### src/rtl/riscv_pipe_pkg.sv
// Shared RV32I pipeline definitions: datapath widths and the operand
// forwarding-source encoding used by the ID/EX stage.
package riscv_pipe_pkg;

  localparam int unsigned XLEN      = 32;
  localparam int unsigned REG_ADR_W = 5;
  localparam int unsigned CTRL_W    = 16;
  localparam int unsigned CNT_W     = 16;

  typedef logic [REG_ADR_W-1:0] reg_adr_t;

  typedef enum logic [2:0] {
    FWD_ZERO,
    FWD_EX,
    FWD_MEM,
    FWD_WB,
    FWD_RF
  } fwd_sel_e;

  // Saturating increment; the counter sticks at all-ones instead of wrapping.
  function automatic logic [CNT_W-1:0] sat_inc16(logic [CNT_W-1:0] val);
    return (val == {CNT_W{1'b1}}) ? val : val + CNT_W'(1);
  endfunction

endpackage

### src/rtl/id_ex_operand_stage_if.sv
// Bus between decode/forwarding sources and the ID/EX operand stage.
// The stage uses the slave modport; the driving pipeline uses master.
interface id_ex_operand_stage_if
  import riscv_pipe_pkg::*;
#(
  parameter int unsigned XW = riscv_pipe_pkg::XLEN,
  parameter int unsigned CW = riscv_pipe_pkg::CTRL_W,
  parameter int unsigned NW = riscv_pipe_pkg::CNT_W
);

  // Decode slot
  logic           ID_Valid;
  reg_adr_t       R1Adr;
  reg_adr_t       R2Adr;
  logic [XW-1:0]  R1;
  logic [XW-1:0]  R2;
  logic           ID_R1Used;
  logic           ID_R2Used;
  reg_adr_t       ID_RdAdr;
  logic           ID_RegWrite;
  logic           ID_IsLoad;
  logic [XW-1:0]  ID_Imm;
  logic [XW-1:0]  ID_PC;
  logic [CW-1:0]  ID_Ctrl;

  // Bypass sources
  logic [XW-1:0]  EX_Result;
  logic           MEM_WE;
  reg_adr_t       MEM_RdAdr;
  logic [XW-1:0]  MEM_Data;
  logic           WB_WE;
  reg_adr_t       WB_WAdr;
  logic [XW-1:0]  WB_Din;
  logic           Flush;

  // Stage outputs
  logic           Stall;
  logic           EX_Valid;
  logic [XW-1:0]  EX_A;
  logic [XW-1:0]  EX_B;
  logic [XW-1:0]  EX_Imm;
  logic [XW-1:0]  EX_PC;
  reg_adr_t       EX_RdAdr;
  logic           EX_RegWrite;
  logic           EX_IsLoad;
  logic [CW-1:0]  EX_Ctrl;
  logic [NW-1:0]  StallCnt;
  logic [NW-1:0]  FlushCnt;

  modport master (
    output ID_Valid, R1Adr, R2Adr, R1, R2, ID_R1Used, ID_R2Used, ID_RdAdr,
           ID_RegWrite, ID_IsLoad, ID_Imm, ID_PC, ID_Ctrl,
           EX_Result, MEM_WE, MEM_RdAdr, MEM_Data, WB_WE, WB_WAdr, WB_Din, Flush,
    input  Stall, EX_Valid, EX_A, EX_B, EX_Imm, EX_PC, EX_RdAdr, EX_RegWrite,
           EX_IsLoad, EX_Ctrl, StallCnt, FlushCnt
  );

  modport slave (
    input  ID_Valid, R1Adr, R2Adr, R1, R2, ID_R1Used, ID_R2Used, ID_RdAdr,
           ID_RegWrite, ID_IsLoad, ID_Imm, ID_PC, ID_Ctrl,
           EX_Result, MEM_WE, MEM_RdAdr, MEM_Data, WB_WE, WB_WAdr, WB_Din, Flush,
    output Stall, EX_Valid, EX_A, EX_B, EX_Imm, EX_PC, EX_RdAdr, EX_RegWrite,
           EX_IsLoad, EX_Ctrl, StallCnt, FlushCnt
  );

endinterface

### src/rtl/operand_fwd_mux.sv
// Per-operand bypass selection: x0, then EX, MEM, WB, else register file.
// Nearest producer wins so the newest value of a register is always taken.
module operand_fwd_mux
  import riscv_pipe_pkg::*;
#(
  parameter int unsigned DataW = riscv_pipe_pkg::XLEN
) (
  input  reg_adr_t         adr_i,
  input  logic             ex_we_i,
  input  reg_adr_t         ex_adr_i,
  input  logic [DataW-1:0] ex_data_i,
  input  logic             mem_we_i,
  input  reg_adr_t         mem_adr_i,
  input  logic [DataW-1:0] mem_data_i,
  input  logic             wb_we_i,
  input  reg_adr_t         wb_adr_i,
  input  logic [DataW-1:0] wb_data_i,
  input  logic [DataW-1:0] rf_data_i,
  output logic [DataW-1:0] operand_o
);

  fwd_sel_e sel;

  always_comb begin
    sel = FWD_RF;
    if (adr_i == '0) begin
      sel = FWD_ZERO;
    end else if (ex_we_i && (ex_adr_i == adr_i)) begin
      sel = FWD_EX;
    end else if (mem_we_i && (mem_adr_i == adr_i)) begin
      sel = FWD_MEM;
    end else if (wb_we_i && (wb_adr_i == adr_i)) begin
      // The register file writes on the same edge, so its read port is still stale.
      sel = FWD_WB;
    end
  end

  always_comb begin
    operand_o = rf_data_i;
    unique case (sel)
      FWD_ZERO: operand_o = '0;
      FWD_EX:   operand_o = ex_data_i;
      FWD_MEM:  operand_o = mem_data_i;
      FWD_WB:   operand_o = wb_data_i;
      FWD_RF:   operand_o = rf_data_i;
      default:  operand_o = rf_data_i;
    endcase
  end

endmodule

### src/rtl/id_ex_operand_stage.sv
// ID/EX pipeline register of the RV32I core with operand forwarding,
// load-use stall/bubble insertion, branch flush and saturating event counters.
module id_ex_operand_stage
  import riscv_pipe_pkg::*;
#(
  parameter int unsigned XLEN   = riscv_pipe_pkg::XLEN,
  parameter int unsigned CTRL_W = riscv_pipe_pkg::CTRL_W,
  parameter int unsigned CNT_W  = riscv_pipe_pkg::CNT_W
) (
  input logic                  CLK,
  input logic                  RST_N,
  id_ex_operand_stage_if.slave bus
);

  logic              ex_valid_q;
  logic [XLEN-1:0]   ex_a_q;
  logic [XLEN-1:0]   ex_b_q;
  logic [XLEN-1:0]   ex_imm_q;
  logic [XLEN-1:0]   ex_pc_q;
  reg_adr_t          ex_rd_q;
  logic              ex_regwrite_q;
  logic              ex_isload_q;
  logic [CTRL_W-1:0] ex_ctrl_q;
  logic [CNT_W-1:0]  stall_cnt_q;
  logic [CNT_W-1:0]  flush_cnt_q;

  logic              ex_fwd_en;
  logic              r1_hit;
  logic              r2_hit;
  logic              load_use;
  logic              stall;
  logic [XLEN-1:0]   op_a;
  logic [XLEN-1:0]   op_b;

  // A load in EX has no data yet; it is covered by the stall, then by MEM forwarding.
  assign ex_fwd_en = ex_valid_q & ex_regwrite_q & ~ex_isload_q;

  operand_fwd_mux #(
    .DataW (XLEN)
  ) u_fwd_a (
    .adr_i      (bus.R1Adr),
    .ex_we_i    (ex_fwd_en),
    .ex_adr_i   (ex_rd_q),
    .ex_data_i  (bus.EX_Result),
    .mem_we_i   (bus.MEM_WE),
    .mem_adr_i  (bus.MEM_RdAdr),
    .mem_data_i (bus.MEM_Data),
    .wb_we_i    (bus.WB_WE),
    .wb_adr_i   (bus.WB_WAdr),
    .wb_data_i  (bus.WB_Din),
    .rf_data_i  (bus.R1),
    .operand_o  (op_a)
  );

  operand_fwd_mux #(
    .DataW (XLEN)
  ) u_fwd_b (
    .adr_i      (bus.R2Adr),
    .ex_we_i    (ex_fwd_en),
    .ex_adr_i   (ex_rd_q),
    .ex_data_i  (bus.EX_Result),
    .mem_we_i   (bus.MEM_WE),
    .mem_adr_i  (bus.MEM_RdAdr),
    .mem_data_i (bus.MEM_Data),
    .wb_we_i    (bus.WB_WE),
    .wb_adr_i   (bus.WB_WAdr),
    .wb_data_i  (bus.WB_Din),
    .rf_data_i  (bus.R2),
    .operand_o  (op_b)
  );

  always_comb begin
    r1_hit   = bus.ID_R1Used & (ex_rd_q == bus.R1Adr);
    r2_hit   = bus.ID_R2Used & (ex_rd_q == bus.R2Adr);
    load_use = bus.ID_Valid & ex_valid_q & ex_isload_q & (ex_rd_q != '0) & (r1_hit | r2_hit);
    stall    = load_use & ~bus.Flush;
  end

  always_ff @(posedge CLK or negedge RST_N) begin
    if (!RST_N) begin
      ex_valid_q    <= 1'b0;
      ex_a_q        <= '0;
      ex_b_q        <= '0;
      ex_imm_q      <= '0;
      ex_pc_q       <= '0;
      ex_rd_q       <= '0;
      ex_regwrite_q <= 1'b0;
      ex_isload_q   <= 1'b0;
      ex_ctrl_q     <= '0;
    end else if (bus.Flush || stall) begin
      // Bubble: only the qualifying flags are cleared, data fields hold.
      ex_valid_q    <= 1'b0;
      ex_regwrite_q <= 1'b0;
      ex_isload_q   <= 1'b0;
    end else begin
      ex_valid_q    <= bus.ID_Valid;
      ex_a_q        <= op_a;
      ex_b_q        <= op_b;
      ex_imm_q      <= bus.ID_Imm;
      ex_pc_q       <= bus.ID_PC;
      ex_rd_q       <= bus.ID_RdAdr;
      ex_regwrite_q <= bus.ID_RegWrite & bus.ID_Valid;
      ex_isload_q   <= bus.ID_IsLoad & bus.ID_Valid;
      ex_ctrl_q     <= bus.ID_Ctrl;
    end
  end

  always_ff @(posedge CLK or negedge RST_N) begin
    if (!RST_N) begin
      stall_cnt_q <= '0;
      flush_cnt_q <= '0;
    end else begin
      if (stall && (stall_cnt_q != {CNT_W{1'b1}})) begin
        stall_cnt_q <= stall_cnt_q + CNT_W'(1);
      end
      if (bus.Flush && (flush_cnt_q != {CNT_W{1'b1}})) begin
        flush_cnt_q <= flush_cnt_q + CNT_W'(1);
      end
    end
  end

  assign bus.Stall       = stall;
  assign bus.EX_Valid    = ex_valid_q;
  assign bus.EX_A        = ex_a_q;
  assign bus.EX_B        = ex_b_q;
  assign bus.EX_Imm      = ex_imm_q;
  assign bus.EX_PC       = ex_pc_q;
  assign bus.EX_RdAdr    = ex_rd_q;
  assign bus.EX_RegWrite = ex_regwrite_q;
  assign bus.EX_IsLoad   = ex_isload_q;
  assign bus.EX_Ctrl     = ex_ctrl_q;
  assign bus.StallCnt    = stall_cnt_q;
  assign bus.FlushCnt    = flush_cnt_q;

endmodule
### src/flat_wrapper.sv
// flat-port wrapper written by rule: the top's interface ports become plain ports
module id_ex_operand_stage_flat import riscv_pipe_pkg::*;
#(
  parameter int unsigned XLEN   = riscv_pipe_pkg::XLEN,
  parameter int unsigned CTRL_W = riscv_pipe_pkg::CTRL_W,
  parameter int unsigned CNT_W  = riscv_pipe_pkg::CNT_W
)
  (CLK, RST_N, bus_ID_Valid, bus_R1Adr, bus_R2Adr, bus_R1, bus_R2, bus_ID_R1Used, bus_ID_R2Used, bus_ID_RdAdr, bus_ID_RegWrite, bus_ID_IsLoad, bus_ID_Imm, bus_ID_PC, bus_ID_Ctrl, bus_EX_Result, bus_MEM_WE, bus_MEM_RdAdr, bus_MEM_Data, bus_WB_WE, bus_WB_WAdr, bus_WB_Din, bus_Flush, bus_Stall, bus_EX_Valid, bus_EX_A, bus_EX_B, bus_EX_Imm, bus_EX_PC, bus_EX_RdAdr, bus_EX_RegWrite, bus_EX_IsLoad, bus_EX_Ctrl, bus_StallCnt, bus_FlushCnt);
  id_ex_operand_stage_if bus_i ();
  input logic CLK;
  input logic RST_N;
  input wire logic [$bits(bus_i.ID_Valid)-1:0] bus_ID_Valid;
  input wire logic [$bits(bus_i.R1Adr)-1:0] bus_R1Adr;
  input wire logic [$bits(bus_i.R2Adr)-1:0] bus_R2Adr;
  input wire logic [$bits(bus_i.R1)-1:0] bus_R1;
  input wire logic [$bits(bus_i.R2)-1:0] bus_R2;
  input wire logic [$bits(bus_i.ID_R1Used)-1:0] bus_ID_R1Used;
  input wire logic [$bits(bus_i.ID_R2Used)-1:0] bus_ID_R2Used;
  input wire logic [$bits(bus_i.ID_RdAdr)-1:0] bus_ID_RdAdr;
  input wire logic [$bits(bus_i.ID_RegWrite)-1:0] bus_ID_RegWrite;
  input wire logic [$bits(bus_i.ID_IsLoad)-1:0] bus_ID_IsLoad;
  input wire logic [$bits(bus_i.ID_Imm)-1:0] bus_ID_Imm;
  input wire logic [$bits(bus_i.ID_PC)-1:0] bus_ID_PC;
  input wire logic [$bits(bus_i.ID_Ctrl)-1:0] bus_ID_Ctrl;
  input wire logic [$bits(bus_i.EX_Result)-1:0] bus_EX_Result;
  input wire logic [$bits(bus_i.MEM_WE)-1:0] bus_MEM_WE;
  input wire logic [$bits(bus_i.MEM_RdAdr)-1:0] bus_MEM_RdAdr;
  input wire logic [$bits(bus_i.MEM_Data)-1:0] bus_MEM_Data;
  input wire logic [$bits(bus_i.WB_WE)-1:0] bus_WB_WE;
  input wire logic [$bits(bus_i.WB_WAdr)-1:0] bus_WB_WAdr;
  input wire logic [$bits(bus_i.WB_Din)-1:0] bus_WB_Din;
  input wire logic [$bits(bus_i.Flush)-1:0] bus_Flush;
  output wire logic [$bits(bus_i.Stall)-1:0] bus_Stall;
  output wire logic [$bits(bus_i.EX_Valid)-1:0] bus_EX_Valid;
  output wire logic [$bits(bus_i.EX_A)-1:0] bus_EX_A;
  output wire logic [$bits(bus_i.EX_B)-1:0] bus_EX_B;
  output wire logic [$bits(bus_i.EX_Imm)-1:0] bus_EX_Imm;
  output wire logic [$bits(bus_i.EX_PC)-1:0] bus_EX_PC;
  output wire logic [$bits(bus_i.EX_RdAdr)-1:0] bus_EX_RdAdr;
  output wire logic [$bits(bus_i.EX_RegWrite)-1:0] bus_EX_RegWrite;
  output wire logic [$bits(bus_i.EX_IsLoad)-1:0] bus_EX_IsLoad;
  output wire logic [$bits(bus_i.EX_Ctrl)-1:0] bus_EX_Ctrl;
  output wire logic [$bits(bus_i.StallCnt)-1:0] bus_StallCnt;
  output wire logic [$bits(bus_i.FlushCnt)-1:0] bus_FlushCnt;
  assign bus_i.ID_Valid = bus_ID_Valid;
  assign bus_i.R1Adr = bus_R1Adr;
  assign bus_i.R2Adr = bus_R2Adr;
  assign bus_i.R1 = bus_R1;
  assign bus_i.R2 = bus_R2;
  assign bus_i.ID_R1Used = bus_ID_R1Used;
  assign bus_i.ID_R2Used = bus_ID_R2Used;
  assign bus_i.ID_RdAdr = bus_ID_RdAdr;
  assign bus_i.ID_RegWrite = bus_ID_RegWrite;
  assign bus_i.ID_IsLoad = bus_ID_IsLoad;
  assign bus_i.ID_Imm = bus_ID_Imm;
  assign bus_i.ID_PC = bus_ID_PC;
  assign bus_i.ID_Ctrl = bus_ID_Ctrl;
  assign bus_i.EX_Result = bus_EX_Result;
  assign bus_i.MEM_WE = bus_MEM_WE;
  assign bus_i.MEM_RdAdr = bus_MEM_RdAdr;
  assign bus_i.MEM_Data = bus_MEM_Data;
  assign bus_i.WB_WE = bus_WB_WE;
  assign bus_i.WB_WAdr = bus_WB_WAdr;
  assign bus_i.WB_Din = bus_WB_Din;
  assign bus_i.Flush = bus_Flush;
  assign bus_Stall = bus_i.Stall;
  assign bus_EX_Valid = bus_i.EX_Valid;
  assign bus_EX_A = bus_i.EX_A;
  assign bus_EX_B = bus_i.EX_B;
  assign bus_EX_Imm = bus_i.EX_Imm;
  assign bus_EX_PC = bus_i.EX_PC;
  assign bus_EX_RdAdr = bus_i.EX_RdAdr;
  assign bus_EX_RegWrite = bus_i.EX_RegWrite;
  assign bus_EX_IsLoad = bus_i.EX_IsLoad;
  assign bus_EX_Ctrl = bus_i.EX_Ctrl;
  assign bus_StallCnt = bus_i.StallCnt;
  assign bus_FlushCnt = bus_i.FlushCnt;
  id_ex_operand_stage #(.XLEN(XLEN), .CTRL_W(CTRL_W), .CNT_W(CNT_W)) u_core (.CLK(CLK), .RST_N(RST_N), .bus(bus_i));
endmodule
### config.mk
export PLATFORM = sky130hd
export DESIGN_NAME = id_ex_operand_stage_flat
export DESIGN_NICKNAME = d
export VERILOG_FILES = /design/src/rtl/riscv_pipe_pkg.sv /design/src/rtl/id_ex_operand_stage_if.sv /design/src/rtl/operand_fwd_mux.sv /design/src/rtl/id_ex_operand_stage.sv /design/src/flat_wrapper.sv
export SDC_FILE = /design/constraint.sdc
export NUM_CORES = 1
export LEC_CHECK = 0
export ABC_AREA = 0
export CORE_AREA = 2 2 177 179
export CTS_CLUSTER_DIAMETER = 80
export DETAILED_ROUTE_END_ITERATION = 7
export DIE_AREA = 0 0 179 181
export PLACE_DENSITY = 0.66
export SYNTH_ARGS = -nofsm -noshare
export SYNTH_HDL_FRONTEND = slang
export SYNTH_SLANG_ARGS = --single-unit
### constraint.sdc
create_clock -name CLK -period 2 [get_ports CLK]
set_input_delay 0.4 -clock CLK [delete_from_list [all_inputs] [get_ports CLK]]
set_output_delay 0.4 -clock CLK [all_outputs]
set_load 0.01 [all_outputs]
Yosys cells after proc, flatten, opt, wreduce, memory -nomap -nowiden
Cells that the tools add are included.

Flip-flop bits (word level): 184. Input bits: 275. Output and inout bits: 185. Logic and storage cells: 68.

Add/subtract/negate cells: 2. Equality and inequality tests: 14. Muxes and demuxes: 13. Bitwise operators: 14. Reductions and logical operators: 14.

Operators with widths (count): $pmux W32 S4 (2); $add A16 B1 Y16 const B (2); $ne A16 B16 Y1 const B (2); $eq A5 B5 Y1 (6); $mux W3 (8); $eq A3 B2 Y1 const B (4); $and A1 B1 Y1 (11); $logic_not A5 Y1 (2); $logic_and A1 B1 Y1 (8); $eq A3 B1 Y1 const B (2); $logic_not A3 Y1 (2); $reduce_bool A5 Y1 (1); $mux W1 (3); $not A1 Y1 (2); $logic_or A1 B1 Y1 (1); $or A1 B1 Y1 (1).

Longest topological paths before layout
Gate-level depths: netlist of the first run.

Word-level depth: 8. Mapped depth: 8. Mapped depth without buffers: 6.

Cells and area by module
From an unflattened synthesis of the first run, not the netlist that was laid out.

Cells, all modules: 844. Area total of the unflattened synthesis: 10426.2 µm².

Modules (own cells, without submodules): id_ex_operand_stage (instances 1, cells each 492, area each 7793.7 µm², sequential area each 4604.4 µm²); operand_fwd_mux (instances 2, cells each 176, area each 1316.3 µm², sequential area each 0.0 µm²).

Worst setup path before layout of the first run
No wires, ideal clock.

Path kind: reg2reg. Start point: reg u_core.ex_rd_q[0] (netlist: u_core.bus.EX_RdAdr[0]). End point: reg u_core.ex_imm_q[17] (netlist: u_core.bus.EX_Imm[17]). Library setup time: 0.128 ns. Arrival: 1.890 ns. Data required time: 1.872 ns. Path slack: -0.017 ns. Stages on the path, launching flop included: 8. Buffers on the path: 2. Clock period less this slack: 2.017 ns. Cell sequence: dfrtp_1 > nor2b_1 > a2111oi_4 > a2bb2o_4 > a21oi_4 > buf_4 > buf_4 > mux2_1.

Word-level cells in the longest chain between the ends: 6. Elaborated cells between the ends (all ways): 10. Classes of those cells: eq/ne: 2; bitwise: 6; reduce/logical: 2.

Ends and longest elaborated chain: from (decl) (line id_ex_operand_stage.sv:20) `reg_adr_t ex_rd_q;`; from (signal assigned) (line id_ex_operand_stage.sv:101) `ex_rd_q <= bus.ID_RdAdr;`; $eq A5 B5 Y1, on equally long branches (line id_ex_operand_stage.sv:73, id_ex_operand_stage.sv:74); $and A1 B1 Y1, on equally long branches (line id_ex_operand_stage.sv:73, id_ex_operand_stage.sv:74); $or A1 B1 Y1 (line id_ex_operand_stage.sv:75) `load_use = bus.ID_Valid & ex_valid_q & ex_isload_q & (ex_rd_q != '0) & (r1_hit | r2_hit);`; $and A1 B1 Y1 (*) (line id_ex_operand_stage.sv:75); $and A1 B1 Y1 (*) (line id_ex_operand_stage.sv:76) `stall = load_use & ~bus.Flush;`; $logic_or A1 B1 Y1 (*) (line id_ex_operand_stage.sv:90) `end else if (bus.Flush || stall) begin`; to (signal assigned) (line id_ex_operand_stage.sv:99) `ex_imm_q <= bus.ID_Imm;`; to (decl) (line id_ex_operand_stage.sv:18) `logic [XLEN-1:0] ex_imm_q;`.

Mark *: on every way between the ends. The rest lies on a longest branch, timed or not. A chain may end at the register's enable or synchronous reset.

Worst setup path after layout of the first run
Start point: reg u_core.ex_rd_q[0] (netlist: u_core.bus.EX_RdAdr[0]). End point: out bus_Stall.

Word-level cells in the longest chain between the ends: 5. Elaborated cells between the ends (all ways): 9. Classes of those cells: eq/ne: 2; bitwise: 6; reduce/logical: 1.

Ends and longest elaborated chain: $eq A5 B5 Y1, on equally long branches (line id_ex_operand_stage.sv:73, id_ex_operand_stage.sv:74); $and A1 B1 Y1, on equally long branches (line id_ex_operand_stage.sv:73, id_ex_operand_stage.sv:74); $or A1 B1 Y1 (line id_ex_operand_stage.sv:75); $and A1 B1 Y1 (*) (line id_ex_operand_stage.sv:75); $and A1 B1 Y1 (*) (line id_ex_operand_stage.sv:76); to (decl) (line flat_wrapper.sv:33) `output wire logic [$bits(bus_i.Stall)-1:0] bus_Stall;`.

Marked as above.

==> metrics.csv, run 1 <==
stage,metric,value,unit
status,status,"complete, but fails checks",
status,violations,setup timing,
worst_setup_path,path_class,reg2out,
synthesis,syn-cell-area,9280,um^2
timing,fmax,444,MHz
clock_network,htree_num_levels,4,
drt,wl_met2,22200,um
worst_setup_path,critPathLaunchType,flop,
worst_setup_path,cp_max_fo,2,
layout,final_nets,1659,
timing,fin_crit_sh,1.13,
drt,drt_first_pass_iters,6,
layout,drive_gt1_frac,0.305,
timing,fin_hold_ws,0.476,ns
worst_setup_path,required,1.60,ns
clock_network,clkTransAtPathRegs,0.09,ns
worst_setup_path,endpoint_kind,output port,
clock_network,cts_made_buffers,17,
worst_setup_path,worstPathArrival,1.85,ns
timing,worst_slack,-0.254,ns
power,p_per_area,643,nW/um^2
layout,multi_input_area,5350,um^2
power,p_leak,0.00749,uW
global_route,antenna_found_initial,3,
placement,globalplace.congestion,0.936,
die,io_pins,460,
worst_setup_path,ff2ff_path_depth,10,
clock_network,clkSinkCount,184,
timing,rsz0062_at_grt,yes,
synthesis,yosys-top-cells-count,"dfrtp_1, a21oi_1, o21ai_1",
power,total_power,11400,uW
synthesis,syn_avg_cell_area,11.4,um^2
die,fp-row-count,64,
synthesis,yosys.area.top_type,dfrtp_1,
layout,nFillCells,2432,
drt,num_vias,9618,
synthesis,synth_fp_nets,1091,
synthesis,synth_area_leaders,"dfrtp_1, mux2_2, o2bb2ai_1",
layout,stdcell_area,17800,um^2
clock_network,worstSkewPairLatency,0.45,ns
timing,period_minus_slack,2.25,ns
global_route,track_usage,0.271,
clock_network,root_buffer,clkbuf_16,
worst_setup_path,reg2reg_to,u_core.bus.EX_PC[21],
drt,maxUsedRoutingLayer,met5,
worst_setup_path,cp_slowest_stage_delay,0.41,ns
drt,ant_nets,0,
flow_run,cap_violations,0,
timing,drv_slew,0,
drt,drt-met1-wl,17300,um
worst_setup_path,r2r_slack,-0.24,ns
clock_network,cts_tree,built,
die,core-area,30300,um^2
global_route,grt_pass1_vias,10200,
synthesis,yosysTopAreaCellShare,0.496,
placement,place_hpwl,30300,um
global_route,overflow,0,
synthesis,synthDistinctLibCells,53,
drt,routed_via_density,5.37,
synthesis,synth_seq_cells,184,
timing,slew_headroom,0.522,
die,dieArea,32400,um^2
power,vdd_ir_drop_max,448,uV
min_path,hold_path_class,in2async,
worst_setup_path,worstReg2RegStart,u_core.bus.EX_RdAdr[3],
synthesis,yosysWarnings,0,
layout,area_growth,91.4,%
worst_setup_path,cpMaxStageDelayCell,dfrtp_2,
drt,wl_per_cell,25.4,um
clock_network,clk_path_buf_depth,2,
drt,drt-total-wl,45600,um
synthesis,synth_most_common_cell,dfrtp_1,
synthesis,synth_ff_type,dfrtp_1,
die,start_util,0.306,
global_route,grt_max_degree,50,
timing,finalSetupViolCount,161,
drt,dr.first_iter.drc_count,554,
placement,place_area,15100,um^2
timing,tightest_slew,0.714,ns
synthesis,synth-edff-count,0,
drt,wl_met3,3970,um
timing,fin_worst_skew,0.0124,ns
worst_setup_path,worstPathCellList,nor2b_1 > a2111oi_4 > a2bb2o_4 > nand3_4 > inv_2 > buf_6,
synthesis,synthArstFlopShare,1.00,
layout,final-seq-area,4610,um^2
drt,remaining_drc_errors,0,
timing,hold_viol_final,0,
placement,portBuffers,459,
die,die_w,179,um
die,die_h,181,um
synthesis,yosysSeqAreaShare,0.496,
synthesis,syn_inst,814,
global_route,grt_first_pass_wirelength,65200,um
repair_timing:
item                                   in CTS  in global routing
cloned                                     15                 12
pin swaps                                  24                 24
endpoints found under the hold margin      43                  0
hold buffers                                1                  0
buffers inserted                           24                 10
gates resized for setup                   180                110
setup endpoints to repair                 161                170
power breakdown:
group	total [uW]	switching, uW	internal, uW
logic	3320	1290	2030
clock network	3680	1780	1900
registers	4420	315	4110
flip-flops by register name, summed over array words and instances, names as in the netlist, 5 cells and up:
name / flops
u_core.bus.EX_A: 32
u_core.bus.EX_B: 32
u_core.bus.EX_Ctrl: 16
u_core.bus.EX_Imm: 32
u_core.bus.EX_PC: 32
u_core.bus.EX_RdAdr: 5
u_core.bus.FlushCnt: 16
u_core.bus.StallCnt: 16
routing by layer:
metal,vias up,track usage
li1,4224,-
met1,4778,0.312
met2,500,0.452
met3,112,0.0852
met4,4,0.132
met5,-,0
worst max path at each step:
stage / startpoint / endpoint / cells after the start
2_1_floorplan: u_core.bus.EX_RdAdr[0] / u_core.bus.EX_Imm[17] / 7
3_3_place_gp: bus_R1Adr[1] / u_core.bus.EX_A[7] / 8
3_5_place_dp: bus_R1Adr[1] / u_core.bus.EX_A[17] / 8
4_1_cts: u_core.bus.EX_RdAdr[4] / bus_Stall / 6
5_1_grt: u_core.bus.EX_RdAdr[0] / bus_Stall / 6
6_report: u_core.bus.EX_RdAdr[0] / bus_Stall / 6
cell usage in the layout (no fill, tap or decap), drive strengths merged, types with 3 or more instances in the layout:
master         count
mux2i             16
nor3              11
o2bb2ai           48
nand3             35
clkdlybuf4s50    442
o221a             32
buf              135
clkinvlp           3
or3               16
dfrtp            184
mux2              86
inv               19
nor2b              3
dlygate4sd2       11
nand4              4
nor4               6
clkbuf            28
o21ai             67
nor4b              3
xor2              28
nor2              20
o311a             16
xnor2             30
and3               5
o22a              16
and4               4
a21oi             66
dlymetal6s2s       4
nand2             34
worst max-delay path: cells and delay by family, from the launching register on:
kind,cells,cell delay (ns)
AO/OA/AOI/OAI,2,0.60
flip-flops,1,0.41
AND/OR/NAND/NOR,2,0.23
buffers and inverters,2,0.15
kinds of logic (layout without fill, tap and decap cells):
kind of cell | Yosys count | after routing | share of synthesized area
other | 0 | 1 | 0
multiplexers | 102 | 102 | 0.122
adder cells (fa/ha/maj) | 2 | 2 | 0.00270
flip-flops | 184 | 184 | 0.496
AND/OR/NAND/NOR | 148 | 150 | 0.0887
XOR/XNOR | 58 | 58 | 0.0548
AO/OA/AOI/OAI | 252 | 252 | 0.200
buffers and inverters | 68 | 647 | 0.0356
final cells by class:
cell class,instances,share of cell area
Tap cell,396,0.0279
Multi-Input combinational cell,564,0.301
Timing Repair Buffer,604,0.375
Clock buffer,17,0.0240
Antenna cell,1,0.000141
Inverter,11,0.00232
Clock inverter,15,0.0103
Sequential cell,184,0.260
per-stage QoR:
stage	TNS, ns	std cells	worst slack [ns]	utilization
after floorplan	0	814	0.00817	-
after global placement	-94.24	1702	-0.754	0.498
after detailed placement	-102.40	1702	-0.859	0.498
after CTS	-30.99	1772	-0.290	0.560
after global routing	-41.11	1792	-0.336	0.585
final	-29.13	1792	-0.254	0.585
(Power assumes the default switching activity.)
==> run 2: changes to the inputs <==
ABC_AREA = 1   (was 0)
CORE_AREA = 2 2 179 181   (was 2 2 177 179)
DIE_AREA = 0 0 181 183   (was 0 0 179 181)
PLACE_DENSITY = 0.7   (was 0.66)
==> run 2 against run 1 <==
  * First-iteration DRC count rose by 130%
  * Largest cell class unchanged
  * Cell count grew 43%
  * Maximum frequency is 1.7% higher
  * The flow still finishes with violations (setup timing)
  * Highest routed layer is now met4
  * Via count rose by 41%
==> metrics.csv, run 2 <==
stage,metric,value,unit
drt,wl_met3,4880,um
clock_network,clkSinkCount,184,
placement,portBuffers,459,
clock_network,cts_made_buffers,17,
worst_setup_path,cp_num_cells,14,
drt,drt_first_pass_iters,6,
die,die_w,181,um
synthesis,synthDistinctLibCells,27,
worst_setup_path,worstPathCellList,xor2_1 > nor2_2 > nand4_1 > nand2_2 > nand2_4 > buf_4 > buf_8 > buf_4 > nor3_4 > buf_12 > buf_12 > inv_4 > nand2_1 > nand2_1,
synthesis,synthAdderAreaFrac,0.00233,
placement,globalplace.congestion,0.963,
clock_network,worstSkewPairLatency,0.46,ns
synthesis,syn_inst,1557,
synthesis,syn_avg_cell_area,6.91,um^2
layout,fin_cells,2566,
die,start_util,0.344,
layout,drive_gt1_frac,0.191,
synthesis,synth_xor_area_frac,0.0269,
die,fp-row-count,65,
flow_run,cap_violations,0,
worst_setup_path,cp_max_fo,8,
synthesis,yosys.area.top_type,dfrtp_1,
drt,drt-met1-wl,20100,um
drt,wl_met2,25500,um
worst_setup_path,cp_slowest_stage_delay,0.44,ns
worst_setup_path,reg2reg_to,u_core.bus.StallCnt[5],
layout,final-seq-area,4610,um^2
timing,tightest_slew,0.572,ns
clock_network,cts_tree,built,
status,violations,setup timing,
drt,maxUsedRoutingLayer,met4,
synthesis,synth_seq_cells,184,
layout,nFillCells,2736,
global_route,grt_first_pass_wirelength,74100,um
die,dieArea,33100,um^2
synthesis,synth-edff-count,0,
synthesis,synth_most_common_cell,nand2_1,
worst_setup_path,ff2ff_path_depth,14,
power,p_per_area,589,nW/um^2
drt,dr.first_iter.drc_count,1258,
timing,fin_crit_sh,1.11,
layout,area_growth,79.4,%
drt,remaining_drc_errors,0,
worst_setup_path,path_class,reg2reg,
clock_network,clk_path_buf_depth,2,
timing,worst_slack,-0.217,ns
synthesis,yosysSeqAreaShare,0.428,
synthesis,synthArstFlopShare,1.00,
placement,place_inst,2437,
timing,finalSetupViolCount,168,
placement,place_hpwl,35000,um
layout,final_common_cell,nand2_1,
worst_setup_path,endpoint_kind,flop,
layout,layout_common_cells,"nand2_1, clkdlybuf4s50_1, dfrtp_1",
timing,drv_slew,0,
drt,ant_nets,0,
drt,drt-total-wl,53500,um
synthesis,synth_top_family_by_area,simple AND/OR/NAND/NOR gates,
timing,rsz0062_at_grt,yes,
layout,final_util,0.618,
synthesis,synth_area_leaders,"dfrtp_1, nand2_1, nand4_1",
global_route,grt_pass1_vias,12700,
synthesis,synth-compound-area-share,0.0120,
die,die_h,183,um
timing,fmax,451,MHz
synthesis,muxShareOfSynthArea,0,
timing,hold_viol_final,0,
synthesis,yosys-top-cells-count,"nand2_1, nor2_1, dfrtp_1",
worst_setup_path,cpMaxStageDelayCell,dfrtp_2,
layout,final_nets,2412,
synthesis,synth_fp_nets,1834,
timing,fin_worst_skew,0.0112,ns
clock_network,root_buffer,clkbuf_16,
worst_setup_path,required,2.35,ns
synthesis,yosysWarnings,0,
worst_setup_path,worstReg2RegStart,u_core.bus.EX_RdAdr[0],
timing,period_minus_slack,2.22,ns
power,p_leak,0.00914,uW
min_path,hold_path_class,in2reg,
drt,routed_via_density,5.30,
timing,slew_headroom,0.619,
power,vdd_ir_drop_max,567,uV
global_route,track_usage,0.290,
worst_setup_path,crit_family,buffers and inverters,
synthesis,yosys.area_share.simple,0.445,
synthesis,yosysTopAreaCellShare,0.428,
global_route,grt_max_degree,59,
clock_network,clkTransAtPathRegs,0.07,ns
clock_network,htree_num_levels,4,
die,io_pins,460,
worst_setup_path,worstPathArrival,2.57,ns
synthesis,synth_ff_type,dfrtp_1,
worst_setup_path,r2r_slack,-0.22,ns
synthesis,syn-cell-area,10800,um^2
drt,wl_per_cell,20.8,um
die,core-area,31200,um^2
worst_setup_path,path_buf_inv,6,
global_route,antenna_found_initial,14,
drt,num_vias,13600,
worst_setup_path,startpoint,u_core.bus.EX_RdAdr[0],
worst_setup_path,setup.worst_path.end,u_core.bus.StallCnt[5],
worst_setup_path,critPathLaunchType,flop,
status,status,"complete, but fails checks",
layout,multi_input_area,5920,um^2
global_route,overflow,0,
[run 2: cell types whose count changed in the layout (fill, tap and decap cells not counted), moves of 81 or more]
| cell | before | now |
|---|---|---|
| nand4_1 | 4 | 170 |
| nand3_1 | 28 | 109 |
| nor2_1 | 13 | 147 |
| mux2_4 | 84 | 0 |
| nand2_1 | 33 | 494 |
| inv_1 | 10 | 100 |
[run 2: how the worst min path moves through the flow]
stage	depth (start not counted)	end	startpoint
floorplan	0	u_core.bus.EX_A[0]	RST_N
global placement	1	u_core.bus.EX_B[1]	RST_N
detailed placement	1	u_core.bus.EX_B[1]	RST_N
CTS	3	u_core.bus.EX_Imm[15]	bus_ID_Imm[15]
global route	3	u_core.bus.EX_Ctrl[9]	bus_ID_Ctrl[9]
finish	3	u_core.bus.EX_Imm[20]	bus_ID_Imm[20]
[run 2: report_power, final]
group	switching [uW]	total, uW	internal, uW
registers	324	4430	4100
logic	1650	3590	1940
clock network	1690	3360	1670
[run 2: per-stage QoR]
| step | hold WS [ns] | total power, uW | TNS (ns) | cell area, um^2 | setup WS, ns |
|---|---|---|---|---|---|
| after global routing | 0.465 | 11900 | -34.20 | 19300 | -0.302 |
| after CTS | 0.443 | 11100 | -14.24 | 17800 | -0.253 |
| after global placement | 0.427 | 7480 | -102.33 | 16600 | -0.836 |
| after detailed placement | 0.427 | 7510 | -109.09 | 16600 | -0.897 |
| final | 0.470 | 11400 | -20.06 | 19300 | -0.217 |
| after floorplan | 0.104 | 5480 | 0 | 10800 | 0.299 |
[run 2: area by class of cell]
class                   count  area share
diodes                     16     0.00207
flip-flops and latches    184       0.239
repair buffers            660       0.376
clock inverters            13     0.00577
clock buffers              19      0.0229
multi-input cells        1162       0.307
inverters                 110      0.0215
well taps                 402      0.0261
[run 2: logic make-up after synthesis]
group | count (synthesis)
flip-flops | 184
XOR/XNOR | 33
AO/OA/AOI/OAI | 25
adder cells (fa/ha/maj) | 2
buffers and inverters | 214
AND/OR/NAND/NOR | 1099
[run 2: worst reg2reg max path, cell delays in order (launching register included)]
cell     delay, ns
dfrtp_2       0.44
xor2_1        0.18
nor2_2        0.12
nand4_1       0.16
nand2_2       0.14
nand2_4       0.07
buf_4         0.14
buf_8         0.14
buf_4         0.14
nor3_4        0.14
buf_12        0.15
buf_12        0.14
inv_4         0.04
nand2_1       0.05
nand2_1       0.05
[run 2: what timing repair did]
item	CTS	global route
cloned	12	32
setup endpoints to repair	173	170
pin swaps	9	44
buffers inserted	20	25
endpoints found under the hold margin	50	0
gates resized for setup	68	217
hold buffers	1	0
[run 2: metal layers]
layer / up-vias / global-route usage
met5: - / 0
met1: 6412 / 0.350
met2: 799 / 0.481
met3: 164 / 0.0818
li1: 6232 / -
met4: 0 / 0.138
==> run 3: changes to the inputs <==
CORE_AREA = unset   (was 2 2 179 181)
CORE_MARGIN = 4   (was unset)
CORE_UTILIZATION = 37   (was unset)
DIE_AREA = unset   (was 0 0 181 183)
PLACE_DENSITY = 0.71   (was 0.7)
clock period = 2.2 ns   (was 2 ns; I/O delays follow)
==> run 3 against run 2 <==
  * Non-clock buffer count is 68 lower
  * Critical path depth fell by 4
  * Design area is 8.9% lower
  * Via count shrank 7.5%
  * The run still ends with setup timing left
  * Clock power is 7.4% lower
  * Sequential cell count did not move
  * Cell count is 3.7% lower
  * Critical path type is now in2out
  * Hold slack better by 0.011 ns
  * Clock skew increased by 0.0019 ns
  * First-iteration DRC count is 6.6% lower
  * Setup slack gained 0.18 ns
==> metrics.csv, run 3 (synthesis gave the netlist of run 2 again) <==
stage,metric,value,unit
worst_setup_path,path_class,in2out,
layout,stdcell_area,17600,um^2
worst_setup_path,crit_family,buffers and inverters,
clock_network,cts_tree,built,
die,fp-row-count,62,
power,vdd_ir_drop_max,469,uV
clock_network,worstSkewPairLatency,0.44,ns
drt,routed_via_density,5.09,
clock_network,cts_made_buffers,17,
timing,fmax,447,MHz
worst_setup_path,reg2reg_to,u_core.bus.EX_A[1],
timing,fin_worst_skew,0.0131,ns
global_route,track_usage,0.272,
placement,globalplace.congestion,0.942,
timing,tns,-0.0346,ns
die,dieArea,31900,um^2
min_path,hold_path_class,reg2reg,
power,p_per_area,567,nW/um^2
clock_network,clkSinkCount,184,
worst_setup_path,path_common_cell,nand2_1,
timing,tightest_slew,0.502,ns
layout,final-seq-area,4610,um^2
worst_setup_path,cpMaxStageDelayCell,clkdlybuf4s50_1,
drt,wl_per_cell,18.5,um
drt,num_vias,12600,
timing,period_minus_slack,2.23,ns
worst_setup_path,required,1.76,ns
layout,final_util,0.613,
die,core-area,28700,um^2
flow_run,cap_violations,0,
die,start_util,0.375,
worst_setup_path,path_buf_inv,3,
clock_network,clkTransAtPathRegs,0.07,ns
global_route,grt_pass1_vias,12100,
worst_setup_path,cp_max_fo,3,
global_route,antenna_found_initial,13,
die,die_h,179,um
worst_setup_path,cp_slowest_stage_delay,0.50,ns
layout,final_nets,2341,
global_route,grt_first_pass_wirelength,67800,um
layout,multi_input_area,5340,um^2
worst_setup_path,r2r_slack,0,ns
worst_setup_path,startpoint,bus_R2Adr[3],
timing,finalSetupViolCount,1,
worst_setup_path,cp_num_cells,10,
drt,ant_nets,0,
placement,dp_slack,-0.568,ns
timing,worst_slack,-0.0346,ns
power,p_leak,0.00842,uW
drt,remaining_drc_errors,0,
global_route,grt_max_degree,55,
die,die_w,179,um
timing,hold_viol_final,0,
drt,drt_first_pass_iters,5,
worst_setup_path,critPathLaunchType,input pin,
placement,portBuffers,459,
layout,layout_common_cells,"nand2_1, clkdlybuf4s50_1, nor2_1",
die,io_pins,460,
clock_network,clk_path_buf_depth,2,
status,violations,setup timing,
drt,dr.first_iter.drc_count,1175,
placement,place_area,16600,um^2
layout,nFillCells,2644,
status,status,"complete, but fails checks",
worst_setup_path,worstPathCellList,clkdlybuf4s50_1 > inv_1 > nand2_1 > nand2_1 > nor2_2 > nand4_1 > nand2_2 > nand2_4 > nor2_4 > buf_6,
layout,drive_gt1_frac,0.100,
placement,place_hpwl,34500,um
worst_setup_path,ff2ff_path_depth,13,
timing,drv_slew,0,
layout,final_common_cell,nand2_1,
worst_setup_path,worstReg2RegStart,u_core.bus.EX_RdAdr[2],
timing,slew_headroom,0.666,
clock_network,htree_num_levels,4,
timing,rsz0062_at_grt,yes,
global_route,overflow,0,
timing,fin_crit_sh,1.02,
worst_setup_path,setup.worst_path.end,bus_Stall,
layout,area_growth,63.5,%
worst_setup_path,worstPathArrival,1.79,ns
worst_setup_path,endpoint_kind,output port,
clock_network,root_buffer,clkbuf_16,
drt,drt-total-wl,45800,um
## run 3: cell count changes in the layout (fill, tap and decap cells not counted), moves of 20 or more
cell     change
nor2_4      -26
buf_4       -20
nor2_1      +45
nand2_1     +64
nor2_2      -20
nand2_2     -58
## run 3: where the power goes
part | switching (uW) | internal, uW | total [uW]
clock network | 1540 | 1570 | 3110
logic | 1310 | 1550 | 2860
registers | 272 | 3730 | 4000
total | 3120 | 6850 | 9970
## run 3: worst min-delay path, delay by kind of cell, from the launching register on
kind	cells	cell delay, ns
flops	1	0.34
simple gates	2	0.10
## run 3: layout make-up
class	count	area share
multi-input cells	1159	0.304
flip-flops and latches	184	0.262
clock buffers	20	0.0260
repair buffers	592	0.349
diodes	11	0.00156
clock inverters	12	0.00697
well taps	384	0.0273
inverters	110	0.0235
## run 3: how the worst min path moves through the flow
stage | slack [ns] | to | cells after the start | startpoint
2_1_floorplan | 0.14 | u_core.bus.EX_A[0] | 0 | RST_N
3_3_place_gp | 0.45 | u_core.bus.StallCnt[6] | 1 | RST_N
3_5_place_dp | 0.45 | u_core.bus.StallCnt[7] | 1 | RST_N
4_1_cts | 0.48 | u_core.bus.EX_Imm[25] | 2 | u_core.bus.EX_Imm[25]
5_1_grt | 0.50 | u_core.bus.EX_PC[24] | 2 | u_core.bus.EX_PC[24]
6_report | 0.48 | u_core.bus.EX_Imm[25] | 2 | u_core.bus.EX_Imm[25]
## run 3: per-stage QoR
step	cells	hold WS (ns)	power [uW]
after floorplan	1557	0.144	4980
after global placement	2409	0.449	6770
after detailed placement	2409	0.453	6810
after CTS	2445	0.485	9930
after global routing	2471	0.496	10400
final	2472	0.481	9970
## run 3: metal layers
metal	track usage	vias to the layer above	share of wire	wire, um
li1	-	6062	-	-
met1	0.345	5857	0.40	18400
met2	0.451	587	0.48	21900
met3	0.0750	81	0.090	4140
met4	0.0892	6	0.030	1360
met5	0	-	0.00087	40
## run 3: timing repair
| item | CTS | global route |
|---|---|---|
| setup buffers | 3 | 6 |
| resized for setup | 12 | 34 |
| endpoints found under the hold margin | 38 | 0 |
| setup endpoints to repair | 1 | 81 |
| pin swaps | 2 | 20 |
| hold buffers | 1 | 0 |
| cloned | 0 | 10 |
